File: src/rtl/mem_bus_arbiter.sv
// Shares one memory port between FETCH, EXEC and DMA: DMA has priority and may lock
// the bus, FETCH/EXEC alternate round-robin, and read data is routed back to its issuer.
module mem_bus_arbiter #(
  parameter int ADDR_WIDTH = 16,
  parameter int REG_WIDTH  = 8,
  parameter int LOCK_MAX   = 512
) (
  input  logic                  clk,
  input  logic                  reset,
  input  logic                  fetch_req,
  input  logic                  exec_req,
  input  logic                  dma_req,
  input  logic [ADDR_WIDTH-1:0] fetch_addr,
  input  logic [ADDR_WIDTH-1:0] exec_addr,
  input  logic [ADDR_WIDTH-1:0] dma_addr,
  input  logic [REG_WIDTH-1:0]  exec_wdata,
  input  logic [REG_WIDTH-1:0]  dma_wdata,
  input  logic                  exec_we,
  input  logic                  dma_we,
  input  logic                  dma_lock,
  output logic                  fetch_gnt,
  output logic                  exec_gnt,
  output logic                  dma_gnt,
  output logic                  fetch_rvalid,
  output logic                  exec_rvalid,
  output logic                  dma_rvalid,
  output logic [REG_WIDTH-1:0]  rdata_out,
  output logic                  mem_en,
  output logic                  mem_we,
  output logic [ADDR_WIDTH-1:0] mem_addr,
  output logic [REG_WIDTH-1:0]  mem_wdata,
  input  logic [REG_WIDTH-1:0]  mem_rdata,
  output logic                  lock_timeout
);

  localparam int CNT_W = $clog2(LOCK_MAX) + 1;
  localparam logic [CNT_W-1:0] LOCK_LAST = CNT_W'(LOCK_MAX - 1);
  localparam logic [CNT_W-1:0] COOL_LEN  = CNT_W'(LOCK_MAX);
  localparam logic [CNT_W-1:0] CNT_SAT   = '1;

  typedef enum logic [1:0] {IDLE, SHARED, DMA_LOCKED} state_t;

  state_t                state_q;
  logic                  rr_exec_q;   // 1: EXEC is favoured when both FETCH and EXEC request
  logic [CNT_W-1:0]      lock_cnt_q;
  logic [CNT_W-1:0]      cool_q;
  logic                  timeout_q;
  logic                  fetch_gnt_q, exec_gnt_q, dma_gnt_q;
  logic                  fetch_rv_q, exec_rv_q, dma_rv_q;
  logic                  mem_en_q, mem_we_q;
  logic [ADDR_WIDTH-1:0] mem_addr_q;
  logic [REG_WIDTH-1:0]  mem_wdata_q, rdata_q;

  logic lock_hold_d, forced_d, guard_d, enter_d;
  logic win_f_d, win_e_d, win_d_d;

  // Arbitration decision for the edge about to happen. On a forced release DMA
  // yields that one slot so a waiting FETCH/EXEC actually gets through.
  always_comb begin
    lock_hold_d = (state_q == DMA_LOCKED) && dma_lock;
    forced_d    = lock_hold_d && (lock_cnt_q == LOCK_LAST);
    guard_d     = (cool_q != '0) && (fetch_req || exec_req);
    win_f_d     = 1'b0;
    win_e_d     = 1'b0;
    win_d_d     = 1'b0;
    if (lock_hold_d && !forced_d) begin
      win_d_d = dma_req;
    end else if (dma_req && !(forced_d && (fetch_req || exec_req))) begin
      win_d_d = 1'b1;
    end else if (fetch_req && (!exec_req || !rr_exec_q)) begin
      win_f_d = 1'b1;
    end else if (exec_req) begin
      win_e_d = 1'b1;
    end
    enter_d = win_d_d && dma_lock && !(lock_hold_d && !forced_d) && !guard_d;
  end

  always_ff @(posedge clk) begin
    if (reset) begin
      state_q     <= IDLE;
      rr_exec_q   <= 1'b0;
      lock_cnt_q  <= '0;
      cool_q      <= '0;
      timeout_q   <= 1'b0;
      fetch_gnt_q <= 1'b0;
      exec_gnt_q  <= 1'b0;
      dma_gnt_q   <= 1'b0;
      fetch_rv_q  <= 1'b0;
      exec_rv_q   <= 1'b0;
      dma_rv_q    <= 1'b0;
      mem_en_q    <= 1'b0;
      mem_we_q    <= 1'b0;
      mem_addr_q  <= '0;
      mem_wdata_q <= '0;
      rdata_q     <= '0;
    end else begin
      // Read return for the transfer issued in the previous cycle
      fetch_rv_q <= fetch_gnt_q;
      exec_rv_q  <= exec_gnt_q && !mem_we_q;
      dma_rv_q   <= dma_gnt_q && !mem_we_q;
      if (fetch_gnt_q || ((exec_gnt_q || dma_gnt_q) && !mem_we_q)) begin
        rdata_q <= mem_rdata;
      end

      if (lock_hold_d && !forced_d) begin
        state_q <= DMA_LOCKED;
        if (lock_cnt_q != CNT_SAT) lock_cnt_q <= lock_cnt_q + 1'b1;
      end else if (enter_d) begin
        state_q    <= DMA_LOCKED;
        lock_cnt_q <= '0;
      end else begin
        state_q <= (win_f_d || win_e_d || win_d_d) ? SHARED : IDLE;
      end

      if (forced_d) begin
        timeout_q <= 1'b1;
        cool_q    <= COOL_LEN;
      end else if (cool_q != '0) begin
        cool_q <= cool_q - 1'b1;
      end

      if (win_f_d) rr_exec_q <= 1'b1;
      if (win_e_d) rr_exec_q <= 1'b0;

      fetch_gnt_q <= win_f_d;
      exec_gnt_q  <= win_e_d;
      dma_gnt_q   <= win_d_d;
      mem_en_q    <= win_f_d || win_e_d || win_d_d;
      mem_we_q    <= (win_e_d && exec_we) || (win_d_d && dma_we);
      if (win_f_d) begin
        mem_addr_q <= fetch_addr;
      end else if (win_e_d) begin
        mem_addr_q  <= exec_addr;
        mem_wdata_q <= exec_wdata;
      end else if (win_d_d) begin
        mem_addr_q  <= dma_addr;
        mem_wdata_q <= dma_wdata;
      end
    end
  end

  assign fetch_gnt    = fetch_gnt_q;
  assign exec_gnt     = exec_gnt_q;
  assign dma_gnt      = dma_gnt_q;
  assign fetch_rvalid = fetch_rv_q;
  assign exec_rvalid  = exec_rv_q;
  assign dma_rvalid   = dma_rv_q;
  assign rdata_out    = rdata_q;
  assign mem_en       = mem_en_q;
  assign mem_we       = mem_we_q;
  assign mem_addr     = mem_addr_q;
  assign mem_wdata    = mem_wdata_q;
  assign lock_timeout = timeout_q;

endmodule

File: config.mk
export PLATFORM = sky130hd
export DESIGN_NAME = mem_bus_arbiter
export DESIGN_NICKNAME = d
export VERILOG_FILES = /design/src/rtl/mem_bus_arbiter.sv
export SDC_FILE = /design/constraint.sdc
export NUM_CORES = 1
export LEC_CHECK = 0
export CAP_MARGIN = 15
export CORE_MARGIN = 2
export CORE_UTILIZATION = 40
export CTS_CLUSTER_SIZE = 10
export DETAILED_ROUTE_END_ITERATION = 16
export HOLD_SLACK_MARGIN = 0.15
export PLACE_DENSITY_LB_ADDON = 0.1
export SETUP_SLACK_MARGIN = 0.4
export SYNTH_ARGS = -nofsm -noshare
export SYNTH_HDL_FRONTEND = slang
export SYNTH_SLANG_ARGS = --single-unit
File: constraint.sdc
create_clock -name clk -period 3 [get_ports clk]
set_clock_uncertainty 0.05 [all_clocks]
set_input_delay 0.6 -clock clk [delete_from_list [all_inputs] [get_ports clk]]
set_output_delay 0.6 -clock clk [all_outputs]
set_load 0.01 [all_outputs]
# Yosys cells after proc, flatten, opt, wreduce, memory -nomap -nowiden
# Index checks and enable logic that the tools add are counted.
[totals]
reg_bits = 64
output_inout_bits = 41
elab_cells = 86
[classes]
n_addsub = 2
n_eq_ne = 4
muxes = 22
bitwise_logic = 1
n_reduce_logical = 39
[op_table]
columns = ["cell", "n"]
rows = [
  ["10-bit two-way mux", 5],
  ["16-bit two-way mux", 3],
  ["8-bit two-way mux", 2],
  ["1-bit logical AND", 15],
  ["10-bit by 1-bit adder with 10-bit output, second input constant", 1],
  ["10-bit by 9-bit == test with 1-bit output, second input constant", 1],
  ["1-bit two-way mux", 10],
  ["10-bit != test, second input constant", 1],
  ["10-bit nonzero test", 1],
  ["10-bit by 1-bit subtractor with 10-bit output, second input constant", 1],
  ["1-bit logical NOT", 7],
  ["1-bit logical OR", 7],
  ["2-bit nonzero test", 3],
  ["2-bit two-way mux", 2],
  ["2-bit AND reduction", 2],
  ["2-bit OR reduction", 2],
  ["3-bit nonzero test", 1],
  ["3-bit OR reduction", 1],
  ["2-bit == test, second input constant", 1],
  ["2-bit by 1-bit != test with 1-bit output, second input constant", 1],
  ["1-bit inverter", 1],
]

# Longest topological paths before layout
[logic_depth]
depth_word = 13
ltp_mapped = 7

# Worst setup path after synthesis
# OpenSTA, ideal clock, no wires.
[synth_timing]
kind = "flip-flop to flip-flop"
startpoint = "reg lock_cnt_q[0]"
endpoint = "reg lock_cnt_q[7]"
t_arrival_ns = 1.852
t_required_ns = 2.809
setup_slack_ns = 0.957
stages_incl_launch_ff = 7
synth_period_minus_slack_ns = 2.043
path_cell_list = "dfxtp_1 -> ha_1 -> nand4_2 -> o31a_1 -> buf_2 -> o41ai_4 -> nor3_1"
[synth_via]
elab_chain_cells = 12
word_cells_on_any_way = 20
[synth_rtl]
columns = ["item", "line_no", "text"]
rows = [
  ["from (decl)", "45", "logic [CNT_W-1:0] lock_cnt_q;"],
  ["from (signal assigned)", "107", "if (lock_cnt_q != CNT_SAT) lock_cnt_q <= lock_cnt_q + 1'b1;"],
  ["10-bit by 9-bit == test with 1-bit output", "61", "forced_d = lock_hold_d && (lock_cnt_q == LOCK_LAST);"],
  ["1-bit logical AND", "61", ""],
  ["1-bit logical AND", "68", "end else if (dma_req && !(forced_d && (fetch_req || exec_req))) begin"],
  ["1-bit logical NOT", "68", ""],
  ["1-bit logical AND", "68", ""],
  ["1-bit two-way mux", "68", ""],
  ["1-bit two-way mux", "66", "if (lock_hold_d && !forced_d) begin"],
  ["1-bit logical AND (3 in series)", "75", "enter_d = win_d_d && dma_lock && !(lock_hold_d && !forced_d) && !guard_d;"],
  ["2-bit nonzero test (no source line)", "--", ""],
  ["2-bit AND reduction (no source line)", "--", ""],
]
# Several ways; a longest one is shown, not always the timed one. The select of a mux whose other input is x is not followed.
# A chain may end at the register's enable or synchronous reset.

# Worst setup path in the final report
[layout_timing]
startpoint = "reg lock_cnt_q[0]"
endpoint = "reg mem_addr_q[9], in the netlist mem_addr[9]"
[layout_via]
elab_chain_cells = 9
word_cells_on_any_way = 16
[layout_rtl]
columns = ["item", "line_no", "text"]
rows = [
  ["10-bit by 9-bit == test with 1-bit output *", "61", ""],
  ["1-bit logical AND *", "61", ""],
  ["1-bit logical AND", "68", ""],
  ["1-bit logical NOT", "68", ""],
  ["1-bit logical AND", "68", ""],
  ["1-bit two-way mux", "68", ""],
  ["1-bit two-way mux", "66", ""],
  ["16-bit two-way mux", "132", "end else if (win_e_d) begin"],
  ["16-bit two-way mux", "130", "if (win_f_d) begin"],
  ["to (signal assigned)", "131", "mem_addr_q <= fetch_addr;"],
  ["to (signal assigned)", "133", "mem_addr_q <= exec_addr;"],
  ["to (signal assigned)", "136", "mem_addr_q <= dma_addr;"],
  ["to (decl)", "51", "logic [ADDR_WIDTH-1:0] mem_addr_q;"],
]
# Mark *: on every way between the ends. The rest lies on a longest branch, timed or not.

==> results.cfg <==
[run_status]
status = completed

[setup_path]
startpoint_type = register
criticalPathCategory = reg -> reg
arrival_ps = 2550
cp_max_fo = 19
required_ps = 3200
crit_path_end_kind = register

[timing]
clock.fmax_mhz = 426
hold_viol = 0
period_share = 0.782
finalSetupViolations = 0
final-max-slew-violation-count = 0
worst_pin_slew_ps = 980
rsz0062_at_grt = false
fin_crit_ps = 2350
relSlewSlack = 0.343
final.setup.tns_ps = 0

[yosys]
syn-cell-area_mm2 = 0.00312
synth_edf_count = 0
synthArstFlopShare = 0
ys.flop_type = dfxtp_1
synth_warnings = 0
yosysSeqAreaShare = 0.410
synth-seq-cells = 64
yosysUniqueCellTypes = 51
syn_inst = 353
synth_fp_nets = 435
syn_area_per_cell_um2 = 8.85

[power_and_ir_drop]
power_density_mw_per_mm2 = 547
clkPwrFrac = 0.326
switching_share = 0.285
peakVddDrop_uv = 233
finalPower_mw = 2.55
combPwrFrac = 0.280
p_leak_nw = 1.71
intPower_mw = 1.82
power.switching_mw = 0.728
p_seq_frac = 0.394

[layout]
multi_input_area_mm2 = 0.00172
insertedDiodeCount = 0
area_delta_synth_final_pct = 49.4
drive_gt1_frac = 0.0851
seq_area_mm2 = 0.00128
layout.nets = 548
num-fill-cells = 669

[clock_tree]
cts_buffers = 9
h-tree-depth = 3
cts_tree = yes
clk_pin_slew_worst_paths_ps = 70
clock_latency_ps = 340
ctsHoldBuffers = 0
clock-sinks = 64
cts_root_buf = clkbuf_8
clk_path_buf_depth = 2

[detailed_routing]
wl_per_cell_um = 16.5
drc = 0
dr_total_vias = 3260
viasPerCell = 5.70
drt-pass1-iter-count = 4
routed_wl_um = 9420
drtAntennaViolNets = 0
first_iter_violations = 148

[die]
die_height_um = 92.4
start_util = 0.408
boundaryPins = 121
rows = 32
dieArea_mm2 = 0.00853
coreArea_mm2 = 0.00765
die_w_um = 92.4

[place]
gp_congestion = 0.781
post-dp-hpwl_um = 6640
portBuffers = 120

[global_routing]
grt_pass1_wl_um = 15100
grtUsageTotal = 0.220
grt_max_degree = 34
grt_pass1_vias = 3154
grt_overflow_total = 0
antenna_found_initial = 0

[job]
cap_violations = 0

[min_path]
hp-class = reg -> reg
==> worst paths after layout <==
check                startpoint            to  slack (ps)  depth (start not counted)
hold reg to reg    lock_timeout  lock_timeout         410                          2
setup reg to reg  lock_cnt_q[0]   mem_addr[9]         650                          6
setup / recovery  lock_cnt_q[0]   mem_addr[9]         650                          6
hold / removal     lock_timeout  lock_timeout         410                          2
==> synth_stat cells, drive strengths merged (2+ instances only) <==
cell	n	area share
a311oi	16	0.045
or4	4	0.0096
or2	4	0.0080
o21ai	21	0.034
nor2b	2	0.0040
nor3	7	0.013
o31ai	3	0.012
o41ai	2	0.014
dfxtp	64	0.41
and2	2	0.0040
nand2	7	0.0084
ha	2	0.0080
and3	3	0.0060
mux2i	11	0.035
a31oi	10	0.020
nand3	44	0.071
inv	8	0.0096
buf	11	0.017
or3	5	0.010
a32o	16	0.051
o211ai	2	0.0048
a21oi	9	0.014
xor2	3	0.0084
nor4	3	0.0060
nand4	3	0.0080
nor3b	3	0.0072
nor2	27	0.032
xnor2	4	0.011
and4	3	0.0084
a211oi	20	0.048
clkbuf	20	0.024
==> worst max-delay path, stage by stage, from the launching register on <==
cell	delay, ps
dfxtp_1	380
ha_1	250
nand4_2	230
o31ai_4	630
buf_4	350
nand3_1	110
a311oi_1	250
==> cell families (layout without fill, tap and decap cells) <==
family | count (synthesis) | in the layout | share of synthesized area
xor gates and xnor gates | 7 | 7 | 0.0196
DFF | 64 | 64 | 0.410
AOI/OAI and AO/OA | 106 | 107 | 0.262
buffers and inverters | 39 | 155 | 0.0505
muxes | 11 | 11 | 0.0353
and+or+nand+nor | 124 | 124 | 0.215
adders and majority gates | 2 | 2 | 0.00801
==> final cells by class <==
| cell class | instances | area share |
|---|---|---|
| multi-input combinational | 251 | 0.368 |
| timing repair buffer | 132 | 0.277 |
| sequential | 64 | 0.275 |
| clock buffer | 12 | 0.0333 |
| tap | 102 | 0.0274 |
| clock inverter | 3 | 0.0139 |
| inverter | 8 | 0.00644 |
==> layer usage <==
| metal | vias up | wire (um) | track usage |
|---|---|---|---|
| li1 | 1593 | - | - |
| met1 | 1565 | 4250 | 0.283 |
| met2 | 91 | 4460 | 0.356 |
| met3 | 11 | 556 | 0.0488 |
| met4 | 0 | 150 | 0.0920 |
| met5 | - | 0 | 0 |
==> per-stage QoR <==
step | std cells | cell area [um^2] | hold slack, ps | utilization | worst slack, ps
finish | 572 | 4670 | 412 | 0.610 | 654
global route | 572 | 4670 | 458 | 0.610 | 462
CTS | 571 | 4650 | 414 | 0.608 | 479
detailed placement | 555 | 4420 | 401 | 0.578 | 297
global placement | 555 | 4420 | 390 | 0.578 | 368
floorplan | 353 | 3120 | 419 | - | 957
==> repair_timing <==
action                     CTS  global route
pin swaps                    1             1
cloned                       1             0
setup endpoints to repair   17            19
gates resized for setup      0             2
setup buffers                0             1
==> layout by cell type (no fill, tap or decap), drive strengths merged, types with 5 or more instances in the layout <==
cell type,instances
clkdlybuf4s50,120
dfxtp,64
clkbuf,12
inv,8
buf,12
o21ai,21
nor2,27
a31oi,10
nand3,44
a311oi,16
mux2i,11
nor3,7
nand2,7
a211oi,20
a32o,16
a21oi,9
or3,5
==> flip-flops by register name (all words and copies together), names as in the netlist <==
name	cells
mem_we	1
cool_q	10
fetch_gnt	1
dma_gnt	1
fetch_rvalid	1
state_q	2
dma_rvalid	1
exec_gnt	1
exec_rvalid	1
rr_exec_q	1
mem_en	1
lock_cnt_q	10
rdata_out	8
lock_timeout	1
mem_wdata	8
mem_addr	16
==> power by group through the flow <==
| stage | Combinational (mW) | Sequential [mW] | Clock, mW |
|---|---|---|---|
| final | 0.714 | 1.01 | 0.832 |
| after global routing | 0.784 | 1.02 | 0.875 |
| after CTS | 0.709 | 1.00 | 0.843 |
| after detailed placement | 0.702 | 1.02 | 0 |
| after global placement | 0.696 | 1.02 | 0 |
| after floorplan | 0.411 | 1.03 | 0 |
Note: power is estimated with default switching activity, not from simulation.
